## src/rtl/intersection_pkg.sv

```systemverilog
// Shared encodings for the intersection lamp driver: light codes,
// lamp bit positions, FSM states and fault codes.
package intersection_pkg;

    localparam logic [2:0] CODE_DARK    = 3'b000;
    localparam logic [2:0] CODE_RED     = 3'b001;
    localparam logic [2:0] CODE_AMBER   = 3'b010;
    localparam logic [2:0] CODE_GREEN   = 3'b011;
    localparam logic [2:0] CODE_FL_AMB  = 3'b100;
    localparam logic [2:0] CODE_FL_RED  = 3'b101;

    localparam int LAMP_GRN = 0;
    localparam int LAMP_AMB = 1;
    localparam int LAMP_RED = 2;

    localparam logic [11:0] ALL_RED   = 12'h924;
    localparam logic [11:0] ALL_AMBER = 12'h492;

    localparam logic [1:0] FC_NONE     = 2'b00;
    localparam logic [1:0] FC_WDOG     = 2'b01;
    localparam logic [1:0] FC_CONFLICT = 2'b10;
    localparam logic [1:0] FC_BOTH     = 2'b11;

    typedef enum logic [1:0] {
        ST_STARTUP  = 2'b00,
        ST_RUN      = 2'b01,
        ST_FAILSAFE = 2'b10
    } state_e;

    // Returns {red, amber, green} for one approach.
    function automatic logic [2:0] decode_code(
        input logic [2:0] code,
        input logic       phase
    );
        logic [2:0] l;
        l = 3'b000;
        unique case (code)
            CODE_DARK:   l = 3'b000;
            CODE_RED:    l[LAMP_RED] = 1'b1;
            CODE_AMBER:  l[LAMP_AMB] = 1'b1;
            CODE_GREEN:  l[LAMP_GRN] = 1'b1;
            CODE_FL_AMB: l[LAMP_AMB] = phase;
            CODE_FL_RED: l[LAMP_RED] = phase;
            default:     l[LAMP_RED] = 1'b1;
        endcase
        return l;
    endfunction

    function automatic logic is_go(input logic [2:0] code);
        return (code == CODE_AMBER) ||
               (code == CODE_GREEN) ||
               (code == CODE_FL_AMB);
    endfunction

endpackage

```

## src/rtl/intersection_lamp_driver_if.sv

```systemverilog
// Command word in, lamp drives and status out, between the
// gpio_0 port (master) and the lamp driver (slave).
interface intersection_lamp_driver_if;
    logic [15:0] cmd;
    logic [11:0] lamp;
    logic        fault;
    logic [1:0]  fault_code;
    logic [1:0]  state;

    modport master (
        output cmd,
        input  lamp,
        input  fault,
        input  fault_code,
        input  state
    );

    modport slave (
        input  cmd,
        output lamp,
        output fault,
        output fault_code,
        output state
    );
endinterface

```

## src/rtl/lamp_flash_timer.sv

```systemverilog
// Free-running half-period counter; phase starts lit and
// toggles each time the counter wraps.
module lamp_flash_timer #(
    parameter int unsigned FLASH_HALF = 25_000_000
) (
    input  logic clock,
    input  logic reset,
    output logic phase_o
);

    localparam int unsigned CW =
        (FLASH_HALF > 1) ? $clog2(FLASH_HALF) : 1;

    logic [CW-1:0] cnt_q;
    logic [CW-1:0] cnt_d;
    logic          phase_q;
    logic          wrap;

    assign wrap  = (cnt_q == CW'(FLASH_HALF - 1));
    assign cnt_d = wrap ? '0 : cnt_q + CW'(1);

    always_ff @(posedge clock) begin
        if (reset) begin
            cnt_q   <= '0;
            phase_q <= 1'b1;
        end else begin
            cnt_q <= cnt_d;
            if (wrap) begin
                phase_q <= ~phase_q;
            end
        end
    end

    assign phase_o = phase_q;

endmodule

```

## src/rtl/intersection_lamp_driver.sv

```systemverilog
// Decodes the gpio_0 lamp command into R/A/G drives with a startup
// all-red hold, heartbeat watchdog and conflicting-green interlock.
module intersection_lamp_driver
    import intersection_pkg::*;
#(
    parameter int unsigned FLASH_HALF     = 25_000_000,
    parameter int unsigned WDOG_CYCLES    = 50_000_000,
    parameter int unsigned STARTUP_CYCLES = 100_000_000
) (
    input logic                        clock,
    input logic                        reset,
    intersection_lamp_driver_if.slave  bus
);

    localparam int unsigned STW =
        (STARTUP_CYCLES > 1) ? $clog2(STARTUP_CYCLES) : 1;
    localparam int unsigned WDW =
        (WDOG_CYCLES > 1) ? $clog2(WDOG_CYCLES) : 1;

    logic [15:0]    cmd_q;
    logic           hb_q;
    logic [STW-1:0] st_cnt_q;
    logic [WDW-1:0] wd_cnt_q;
    state_e         state_q;
    logic [11:0]    lamp_q;
    logic           fault_q;
    logic [1:0]     fault_code_q;

    logic           phase;
    logic [11:0]    lamp_d;
    logic [11:0]    fs_lamp;
    logic [1:0]     fault_code_d;
    logic           ns_go;
    logic           ew_go;
    logic           conflict;
    logic           toggle;
    logic           wd_exp;
    logic           st_done;
    logic           enable;
    logic           unused_cmd;

    lamp_flash_timer #(
        .FLASH_HALF (FLASH_HALF)
    ) u_flash (
        .clock   (clock),
        .reset   (reset),
        .phase_o (phase)
    );

    always_comb begin
        lamp_d = '0;
        for (int i = 0; i < 4; i++) begin
            lamp_d[3*i +: 3] = decode_code(cmd_q[3*i +: 3], phase);
        end
    end

    // Approaches 0/2 (N/S) against 1/3 (E/W).
    assign ns_go    = is_go(cmd_q[2:0]) | is_go(cmd_q[8:6]);
    assign ew_go    = is_go(cmd_q[5:3]) | is_go(cmd_q[11:9]);
    assign conflict = ns_go & ew_go;

    assign enable   = cmd_q[14];
    assign toggle   = cmd_q[15] ^ hb_q;
    assign wd_exp   = !toggle &&
                      (wd_cnt_q == WDW'(WDOG_CYCLES - 1));
    assign st_done  = (st_cnt_q == STW'(STARTUP_CYCLES - 1));
    assign fs_lamp  = phase ? ALL_AMBER : 12'h000;

    assign fault_code_d = (wd_exp && conflict) ? FC_BOTH :
                          conflict             ? FC_CONFLICT :
                                                 FC_WDOG;

    assign unused_cmd = ^cmd_q[13:12];

    always_ff @(posedge clock) begin
        if (reset) begin
            cmd_q        <= '0;
            hb_q         <= 1'b0;
            st_cnt_q     <= '0;
            wd_cnt_q     <= '0;
            state_q      <= ST_STARTUP;
            lamp_q       <= ALL_RED;
            fault_q      <= 1'b0;
            fault_code_q <= FC_NONE;
        end else begin
            cmd_q <= bus.cmd;
            hb_q  <= cmd_q[15];
            unique case (state_q)
                ST_STARTUP: begin
                    lamp_q <= ALL_RED;
                    if (st_done && enable) begin
                        state_q  <= ST_RUN;
                        wd_cnt_q <= '0;
                    end else if (!st_done) begin
                        st_cnt_q <= st_cnt_q + STW'(1);
                    end
                end
                ST_RUN: begin
                    if (wd_exp || conflict) begin
                        state_q      <= ST_FAILSAFE;
                        lamp_q       <= fs_lamp;
                        fault_q      <= 1'b1;
                        fault_code_q <= fault_code_d;
                    end else if (!enable) begin
                        state_q  <= ST_STARTUP;
                        st_cnt_q <= '0;
                        lamp_q   <= ALL_RED;
                    end else begin
                        lamp_q   <= lamp_d;
                        wd_cnt_q <= toggle ? '0 : wd_cnt_q + WDW'(1);
                    end
                end
                ST_FAILSAFE: begin
                    if (!enable) begin
                        state_q      <= ST_STARTUP;
                        st_cnt_q     <= '0;
                        lamp_q       <= ALL_RED;
                        fault_q      <= 1'b0;
                        fault_code_q <= FC_NONE;
                    end else begin
                        lamp_q <= fs_lamp;
                    end
                end
                default: begin
                    state_q  <= ST_STARTUP;
                    st_cnt_q <= '0;
                    lamp_q   <= ALL_RED;
                end
            endcase
        end
    end

    assign bus.lamp       = lamp_q;
    assign bus.fault      = fault_q;
    assign bus.fault_code = fault_code_q;
    assign bus.state      = state_q;

endmodule

```

## src/flat_wrapper.sv

```systemverilog
// flat-port wrapper written by rule: the top's interface ports become plain ports
module intersection_lamp_driver_flat import intersection_pkg::*;
#(
    parameter int unsigned FLASH_HALF     = 25_000_000,
    parameter int unsigned WDOG_CYCLES    = 50_000_000,
    parameter int unsigned STARTUP_CYCLES = 100_000_000
)
  (clock, reset, bus_cmd, bus_lamp, bus_fault, bus_fault_code, bus_state);
  intersection_lamp_driver_if bus_i ();
  input logic clock;
  input logic reset;
  input wire logic [$bits(bus_i.cmd)-1:0] bus_cmd;
  output wire logic [$bits(bus_i.lamp)-1:0] bus_lamp;
  output wire logic [$bits(bus_i.fault)-1:0] bus_fault;
  output wire logic [$bits(bus_i.fault_code)-1:0] bus_fault_code;
  output wire logic [$bits(bus_i.state)-1:0] bus_state;
  assign bus_i.cmd = bus_cmd;
  assign bus_lamp = bus_i.lamp;
  assign bus_fault = bus_i.fault;
  assign bus_fault_code = bus_i.fault_code;
  assign bus_state = bus_i.state;
  intersection_lamp_driver #(.FLASH_HALF(FLASH_HALF), .WDOG_CYCLES(WDOG_CYCLES), .STARTUP_CYCLES(STARTUP_CYCLES)) u_core (.clock(clock), .reset(reset), .bus(bus_i));
endmodule
```

## config.mk

```make
export PLATFORM = sky130hd
export DESIGN_NAME = intersection_lamp_driver_flat
export DESIGN_NICKNAME = d
export VERILOG_FILES = /design/src/rtl/intersection_pkg.sv /design/src/rtl/intersection_lamp_driver_if.sv /design/src/rtl/lamp_flash_timer.sv /design/src/rtl/intersection_lamp_driver.sv /design/src/flat_wrapper.sv
export SDC_FILE = /design/constraint.sdc
export NUM_CORES = 1
export LEC_CHECK = 0
export ABC_AREA = 1
export ABC_CLOCK_PERIOD_IN_PS = 1800
export BUFFER_PORTS_ARGS = -buffer_cell sky130_fd_sc_hd__buf_2
export CAP_MARGIN = 20
export CELL_PAD_IN_SITES_DETAIL_PLACEMENT = 1
export CELL_PAD_IN_SITES_GLOBAL_PLACEMENT = 2
export CORE_MARGIN = 2
export CORE_UTILIZATION = 29
export CTS_CLUSTER_SIZE = 40
export DETAILED_ROUTE_END_ITERATION = 8
export PLACE_DENSITY_LB_ADDON = 0.15
export SLEW_MARGIN = 30
export SYNTH_ARGS = -nofsm -noshare
export SYNTH_HDL_FRONTEND = slang
export SYNTH_HIERARCHICAL = 1
export SYNTH_SLANG_ARGS = --single-unit
```

## constraint.sdc

```tcl
create_clock -name clock -period 1.8 [get_ports clock]
set_input_delay 0.36 -clock clock [delete_from_list [all_inputs] [get_ports clock]]
set_output_delay 0.36 -clock clock [all_outputs]
set_load 0.02 [all_outputs]
```

==> results of run 1 <==
## cells by family after synthesis
kind of cell | count (synthesis) | share of synthesized area
simple gates | 669 | 0.443
buf+inv | 127 | 0.0843
flops | 111 | 0.336
compound gates | 88 | 0.0754
xor+xnor | 36 | 0.0477
fa+ha+maj | 7 | 0.0133
## worst paths after layout
kind,from,endpoint,slack (ps),depth (start not counted)
worst min register to register,u_core/cmd_q[15]$_SDFF_PP0_,u_core/hb_q$_SDFF_PP0_,460,2
worst max register to register,u_core/st_cnt_q[1]$_SDFFE_PP0P_,u_core/wd_cnt_q[5]$_SDFFE_PP0P_,40,11
worst max-delay path,u_core/st_cnt_q[1]$_SDFFE_PP0P_,u_core/wd_cnt_q[5]$_SDFFE_PP0P_,40,11
worst min-delay path,bus_cmd[5],u_core/cmd_q[5]$_SDFF_PP0_,190,3
## power breakdown
part           internal (uW)  total, uW  switching [uW]  leakage [uW]
combinational            247        672             424       0.00213
clock                    987       2080            1090      0.000144
sequential              2500       2550            44.2      0.000909
## layout by cell type, fill, tap and decap left out, types with 4 or more instances in the layout
| master | Yosys | final |
|---|---|---|
| sky130_fd_sc_hd__o21ai_0 | 10 | 7 |
| sky130_fd_sc_hd__buf_6 | 4 | 4 |
| sky130_fd_sc_hd__nand3b_1 | 4 | 4 |
| sky130_fd_sc_hd__nand2_2 | 17 | 48 |
| sky130_fd_sc_hd__buf_4 | 4 | 93 |
| sky130_fd_sc_hd__o21bai_1 | 4 | 4 |
| sky130_fd_sc_hd__nand4_1 | 26 | 26 |
| sky130_fd_sc_hd__inv_2 | 4 | 6 |
| sky130_fd_sc_hd__dfxtp_2 | 0 | 16 |
| sky130_fd_sc_hd__nor2_1 | 200 | 183 |
| sky130_fd_sc_hd__a21oi_1 | 59 | 38 |
| sky130_fd_sc_hd__nor3_1 | 9 | 5 |
| sky130_fd_sc_hd__nor2_2 | 4 | 15 |
| sky130_fd_sc_hd__ha_1 | 7 | 4 |
| sky130_fd_sc_hd__buf_12 | 1 | 7 |
| sky130_fd_sc_hd__nand2_4 | 4 | 16 |
| sky130_fd_sc_hd__clkinv_8 | 0 | 4 |
| sky130_fd_sc_hd__xor2_1 | 21 | 21 |
| sky130_fd_sc_hd__nand2_1 | 318 | 273 |
| sky130_fd_sc_hd__nand3_4 | 3 | 5 |
| sky130_fd_sc_hd__a21oi_2 | 12 | 33 |
| sky130_fd_sc_hd__dfxtp_1 | 111 | 92 |
| sky130_fd_sc_hd__clkbuf_16 | 0 | 12 |
| sky130_fd_sc_hd__nor2_4 | 5 | 11 |
| sky130_fd_sc_hd__or2_2 | 5 | 5 |
| sky130_fd_sc_hd__nand3_1 | 63 | 62 |
| sky130_fd_sc_hd__xnor2_1 | 15 | 15 |
| sky130_fd_sc_hd__inv_1 | 94 | 91 |
| sky130_fd_sc_hd__buf_2 | 6 | 32 |
## area by class of cell
type                    instances  area, um2  share of cell area
clock buffers                   9        225              0.0257
clock inverters                 7       77.6             0.00885
inverters                     100        394              0.0450
multi-input cells             800       4310               0.492
flip-flops and latches        111       2250               0.257
well taps                     285        357              0.0407
repair buffers                139       1120               0.128
repair inverters                2       27.5             0.00314
## worst max-delay path: cells and delay by family (launching register included)
kind	cells	cell delay, ps
fa+ha+maj	1	150
compound gates	1	60
simple gates	7	790
flops	1	360
buf+inv	2	280
## what timing repair did
| action | 4_1_cts | 5_1_grt |
|---|---|---|
| setup buffers | 1 | 6 |
| setup endpoints to repair | 34 | 71 |
| pin swaps | 2 | 24 |
| gates resized for setup | 8 | 153 |
| gates cloned | 0 | 5 |
## per-layer routing
| layer | track usage | up-vias | share of wire | wire, um |
|---|---|---|---|---|
| met4 | 0.0344 | 0 | 0.0060 | 127 |
| met5 | 0 | - | 0 | 0 |
| li1 | - | 3508 | - | - |
| met3 | 0.0217 | 7 | 0.013 | 268 |
| met2 | 0.309 | 35 | 0.49 | 10300 |
| met1 | 0.242 | 3132 | 0.49 | 10400 |
## state kept, by name, indices dropped and copies added (netlist names)
| register | cells |
|---|---|
| u_core/st_cnt_q | 27 |
| u_core/wd_cnt_q | 26 |
| u_core/u_flash/cnt_q | 25 |
| u_core/cmd_q | 14 |
| u_core/bus.lamp | 12 |
| u_core/bus.fault_code | 2 |
| u_core/bus.state | 2 |
| u_core/bus.fault | 1 |
| u_core/hb_q | 1 |
| u_core/u_flash/phase_o | 1 |
## metrics by stage
stage	power, uW	cells	setup TNS, ps	util
floorplan	2940	1038	0	-
global placement	3170	1425	-332	0.345
detailed placement	3170	1425	-799	0.345
CTS	5320	1442	0	0.360
global route	5590	1453	-1310	0.389
finish	5300	1453	0	0.389
==> parameters.txt, run 1 <==
Parameter                              Value

Outcome
  Outcome    complete, no violations

Logic synthesis
  Library cells used by synthesis    39
  Asr flop ratio synth    0
  Area share of the largest cell type after synthesis    0.336
  Sequential share of the synthesized area    0.336
  Most used standard cell by instance count after synthesis    sky130_fd_sc_hd__nand2_1
  Top cell type by total area after synthesis    sky130_fd_sc_hd__dfxtp_1
  Register bit total from synthesis    ~110
  Post-synth net total    around 1100
  Post-Syn Area    about 6600 um2
  Post-synthesis average cell area    6.36 um2
  Yosys Warn Count    6
  Synth Instances    roughly 1000
  Cell types occupying the most area after synthesis    sky130_fd_sc_hd__dfxtp_1 (34%), sky130_fd_sc_hd__nand2_1 (18%), sky130_fd_sc_hd__nor2_1 (11%), sky130_fd_sc_hd__inv_1 (5.3%), sky130_fd_sc_hd__nand3_1 (4.8%)
  Number of flops mapped to enable cells by yosys    0
  Most numerous cell types in the synthesized netlist    sky130_fd_sc_hd__nand2_1 (318), sky130_fd_sc_hd__nor2_1 (200), sky130_fd_sc_hd__dfxtp_1 (111)
  Synth Flop Type    sky130_fd_sc_hd__dfxtp_1

Critical path
  Biggest cell delay along the critical path    360 ps
  Critical Path Slowest Stage Cell    sky130_fd_sc_hd__dfxtp_2
  Cells traversed along the worst timing path    ha_4 -> inv_2 -> nor2_4 -> nand2_4 -> nor2_4 -> nand3_4 -> nand2_8 -> nand3_4 -> clkbuf_16 -> nand2_1 -> a21oi_1
  Maximum net fanout on the critical path    7
  Nature of the critical path startpoint    register
  Critical path class    register to register
  Critical path endpoint category    register
  Data required time at the worst endpoint    2040 ps
  Crit path arrival time    2000 ps

Placed design
  Number of buffers added on ports    32
  Post-placement setup slack    -160 ps
  Placement-stage cell area    7760 um2
  HPWL after DPL    15.8 mm
  Final RePlAce weighted congestion    0.799

Final layout
  Number of diodes    0
  Share of post-route cells with drive strength above 1    0.290
  Number of nets in the layout    about 1200
  Filler cell count in the final layout    2853
  Design area    8760 um2
  Post-synthesis to final-layout area growth    32.7%

Clock tree
  Cell at the root of the clock tree    sky130_fd_sc_hd__clkbuf_16
  H-tree levels    3
  Count of hold buffers inserted by post-cts repair    0
  Clk Latency, worst-skew pair    360 ps
  Clock Path Buffers    2
  Number of clock buffers inserted by TritonCTS    9
  Clock-pin slew on the worst setup and hold paths    80 ps
  TritonCTS clock tree    done
  CTS sink count    111

Detailed routing
  Remaining number of nets flagged by the antenna check after routing    0
  WL/cell    14.5 um
  Detailed Routing Iterations Pass 1    5
  Count of unresolved DRC violations after routing    0
  Via total after detailed routing    about 6700
  Total detailed-routing wirelength    21.1 mm
  Post-DR vias/cell    about 4.6
  Number of violations reported at the end of detailed-routing iteration 0    193

Hold path
  Worst hold-check path type    input pin to register

Floorplanning
  Overall die area    24000 um2
  Standard-cell rows    55
  Starting Density    0.294
  Ports placed on the boundary    35
  Core Region    22500 um2
  Die Ht    155 um
  Die W    155 um

STA
  Final-layout worst hold slack    191 ps
  Post-layout min period    roughly 1800 ps
  Maximum achievable frequency    569 MHz
  Number of setup violations in the final report    0
  Number of failing hold endpoints at the final stage    0
  Worst slew slack as a fraction of its limit    0.737
  Max Clock Skew    14.8 ps
  RSZ-0062 raised after global routing    true
  Final number of max-transition violations    0
  Actual slew at the worst max-slew pin    between 300 and 400 ps
  Post-route clock period utilization    0.976
  Post-route setup slack    between 40 and 50 ps

Flow run
  Maximum capacitance violations    0

GRT
  Global-route wire length before repair    34.8 mm
  Pin count of the biggest net entering global routing    48
  Total grt overflow    0
  Vias in the first global route    6855
  GRT Util Overall    0.179
  Initial antenna violation count    0

Pwr
  Areal power density over the cells    604 nW/um2
  Maximum resistive drop on vdd    ~0.36 mV
  Static power due to leakage    approximately 0.0032 uW
(Power assumes the default switching activity.)
==> run 2: changes to the inputs <==
Settings changed: CORE_UTILIZATION 29 to 31.
==> run 2 against run 1 <==
Net effect: final cell count down 0.55%; fmax down 0.42%; non-clock buffer count up 4; total power down 1.5%; worst setup slack worse by 7.5 ps; clock skew about the same; global-route usage up 1.1 points; sequential share of layout area up 0.61 points; critical path depth up 1; hold slack better by 0.54 ps; cell area down 2.7%; critical path type unchanged; critical endpoint is now u_core/st_cnt_q[22]$_SDFFE_PP0P_; largest cell class unchanged.
==> parameters.txt, run 2 (synthesized netlist as in run 1, its figures left out) <==
Parameter                              Value

Outcome
  Outcome    complete, no violations (unchanged)

Floorplanning
  Standard-cell rows    53 (was 55)
  Core Region    21000 um2 (was 22500 um2)
  Ports placed on the boundary    35 (unchanged)
  Starting Density    0.315 (was 0.294)
  Die W    150 um (was 155 um)
  Die Ht    150 um (was 155 um)
  Overall die area    22500 um2 (was 24000 um2)

Clock tree
  Clk Latency, worst-skew pair    370 ps (was 360 ps)
  Clock-pin slew on the worst setup and hold paths    90 ps (was 80 ps)
  TritonCTS clock tree    done (unchanged)
  Clock Path Buffers    2 (unchanged)
  H-tree levels    3 (unchanged)
  Number of clock buffers inserted by TritonCTS    9 (unchanged)
  Count of hold buffers inserted by post-cts repair    0 (unchanged)
  CTS sink count    111 (unchanged)
  Cell at the root of the clock tree    sky130_fd_sc_hd__clkbuf_16 (unchanged)

Hold path
  HP Start    bus_cmd[11] (was bus_cmd[5])
  Worst hold-check path type    input pin to register (unchanged)
  Endpoint with the worst hold slack    u_core/cmd_q[11]$_SDFF_PP0_ (was u_core/cmd_q[5]$_SDFF_PP0_)
  Hold Path Cell Cnt    3 (unchanged)

STA
  Actual slew at the worst max-slew pin    435 ps (was 393 ps)
  Maximum achievable frequency    567 MHz (was 569 MHz)
  Final number of max-transition violations    0 (unchanged)
  Post-route clock period utilization    0.980 (was 0.976)
  RSZ-0062 raised after global routing    true (unchanged)
  Number of failing hold endpoints at the final stage    0 (unchanged)
  Number of setup violations in the final report    0 (unchanged)
  Post-layout min period    1760 ps (about the same)
  Max Clock Skew    14.8 ps (about the same)
  Worst slew slack as a fraction of its limit    0.709 (was 0.737)

Placed design
  Total placed cells including tap cells    1418 (was 1425)
  Number of buffers added on ports    32 (unchanged)
  HPWL after DPL    16.0 mm (was 15.8 mm)
  Final RePlAce weighted congestion    0.800 (was 0.799)
  Placement-stage cell area    7730 um2 (was 7760 um2)

Critical path
  Crit path arrival time    2060 ps (was 2000 ps)
  End of the worst register-to-register path    u_core/st_cnt_q[22]$_SDFFE_PP0P_ (was u_core/wd_cnt_q[5]$_SDFFE_PP0P_)
  Cells traversed along the worst timing path    ha_4 -> nand3_4 -> inv_2 -> nand2_2 -> nor2_4 -> nand2_2 -> nand2_4 -> nand2_4 -> nand3_4 -> clkbuf_16 -> nand2_1 -> a21oi_1 (was ha_4 -> inv_2 -> nor2_4 -> nand2_4 -> nor2_4 -> nand3_4 -> nand2_8 -> nand3_4 -> clkbuf_16 -> nand2_1 -> a21oi_1)
  R2R setup slack    40 ps (about the same)
  Maximum net fanout on the critical path    7 (unchanged)
  Data required time at the worst endpoint    2090 ps (was 2040 ps)
  Critical Path Slowest Stage Cell    sky130_fd_sc_hd__dfxtp_2 (unchanged)
  Critical path class    register to register (unchanged)
  Worst reg2reg path startpoint    u_core/wd_cnt_q[1]$_SDFFE_PP0P_ (was u_core/st_cnt_q[1]$_SDFFE_PP0P_)
  Worst reg2reg path depth    12 (was 11)
  Biggest cell delay along the critical path    360 ps (about the same)
  Nature of the critical path startpoint    register (unchanged)
  Critical path endpoint category    register (unchanged)

Final layout
  Most flops, register    u_core/st_cnt_q (unchanged)
  Post-synthesis to final-layout area growth    29.1% (was 32.7%)
  Number of nets in the layout    1190 (was 1188)
  Multi-input gate area in the final layout    4140 um2 (was 4310 um2)
  Leading cell type in the layout, fill and taps excluded    sky130_fd_sc_hd__nand2_1 (unchanged)
  Top library cells by usage in the layout, fill and taps aside    sky130_fd_sc_hd__nand2_1 (290), sky130_fd_sc_hd__nor2_1 (187), sky130_fd_sc_hd__buf_4 (99), sky130_fd_sc_hd__dfxtp_1 (93), sky130_fd_sc_hd__inv_1 (92) (was sky130_fd_sc_hd__nand2_1 (273), sky130_fd_sc_hd__nor2_1 (183), sky130_fd_sc_hd__buf_4 (93), sky130_fd_sc_hd__dfxtp_1 (92), sky130_fd_sc_hd__inv_1 (91))
  Largest regs    u_core/st_cnt_q (27), u_core/wd_cnt_q (26), u_core/u_flash/cnt_q (25) (unchanged)
  Filler cell count in the final layout    2788 (was 2853)
  Register area    2240 um2 (was 2250 um2)
  Number of flip-flops under the largest register name    27 (unchanged)
  Design area    8530 um2 (was 8760 um2)
  Finished Layout Cells    1445 (was 1453)
  Share of post-route cells with drive strength above 1    0.264 (was 0.290)
  Number of diodes    0 (unchanged)

GRT
  GRT Util Overall    0.190 (was 0.179)
  Initial antenna violation count    0 (unchanged)
  Vias in the first global route    6723 (was 6855)
  Total grt overflow    0 (unchanged)
  Global-route wire length before repair    33.9 mm (was 34.8 mm)
  Pin count of the biggest net entering global routing    28 (was 48)

Pwr
  Static power due to leakage    0.00319 uW (was 0.00318 uW)
  Areal power density over the cells    612 nW/um2 (was 604 nW/um2)
  Maximum resistive drop on vdd    0.392 mV (was 0.357 mV)
  Total power of the final layout    5220 uW (was 5300 uW)

Detailed routing
  Via total after detailed routing    6731 (was 6682)
  Total detailed-routing wirelength    21.3 mm (was 21.1 mm)
  WL/cell    14.7 um (was 14.5 um)
  Count of unresolved DRC violations after routing    0 (unchanged)
  Remaining number of nets flagged by the antenna check after routing    0 (unchanged)
  Post-DR vias/cell    4.66 (was 4.60)
  Detailed Routing Iterations Pass 1    6 (was 5)
  Number of violations reported at the end of detailed-routing iteration 0    200 (was 193)

Flow run
  Maximum capacitance violations    0 (unchanged)
-- run 2: metal layers --
layer | up-vias | global-route usage | part of all wire
li1 | 3518 | - | -
met1 | 3174 | 0.250 | 0.48
met2 | 27 | 0.332 | 0.49
met3 | 12 | 0.0247 | 0.013
met4 | 0 | 0.0401 | 0.010
met5 | - | 0 | 0
-- run 2: cell type report --
class                           count  area share
Clock inverter                      7     0.00777
Clock buffer                        9      0.0264
Tap cell                          275      0.0403
Timing Repair Buffer              143       0.132
Multi-Input combinational cell    800       0.485
Sequential cell                   111       0.263
Inverter                          100      0.0453
-- run 2: how the worst max path moves through the flow --
stage                                     startpoint                          endpoint  slack, ps  depth (start not counted)
finish               u_core/wd_cnt_q[1]$_SDFFE_PP0P_  u_core/st_cnt_q[22]$_SDFFE_PP0P_         40                         12
global route        u_core/st_cnt_q[25]$_SDFFE_PP0P_  u_core/st_cnt_q[23]$_SDFFE_PP0P_       -110                         10
CTS                  u_core/wd_cnt_q[1]$_SDFFE_PP0P_  u_core/wd_cnt_q[15]$_SDFFE_PP0P_         -4                         12
detailed placement  u_core/wd_cnt_q[21]$_SDFFE_PP0P_  u_core/wd_cnt_q[15]$_SDFFE_PP0P_        -40                         11
global placement    u_core/wd_cnt_q[21]$_SDFFE_PP0P_  u_core/wd_cnt_q[17]$_SDFFE_PP0P_        -20                         11
floorplan           u_core/bus.state[1]$_SDFFE_PP0P_   u_core/wd_cnt_q[0]$_SDFFE_PP0P_          2                         10
-- run 2: through the flow --
stage	util	setup WS, ps	TNS (ps)	hold slack, ps
floorplan	-	2.24	0	425
global placement	0.369	-24.0	-62.6	439
detailed placement	0.369	-40.3	-261	457
CTS	0.385	-3.54	-3.54	181
global route	0.407	-112	-2660	184
finish	0.407	36.0	0	191
-- run 2: critical path, delay by kind of cell (launching register included) --
kind,cells,cell delay (ps)
DFF,1,360
adders and majority gates,1,150
and+or+nand+nor,8,740
buffers and inverters,2,270
AOI/OAI and AO/OA,1,140
-- run 2: repair_timing --
| action | 4_1_cts | 5_1_grt |
|---|---|---|
| endpoints found under the hold margin | 0 | 0 |
| pin swaps | 1 | 27 |
| setup endpoints to repair | 44 | 67 |
| gates resized for setup | 9 | 100 |
| cloned | 0 | 4 |
| setup buffers | 0 | 7 |
-- run 2: power breakdown --
part | total (uW) | internal [uW] | switching, uW | leakage [uW]
combinational | 626 | 229 | 397 | 0.00214
clock | 2050 | 975 | 1070 | 0.000141
sequential | 2550 | 2510 | 39.9 | 0.000907
total | 5220 | 3710 | 1510 | 0.00319
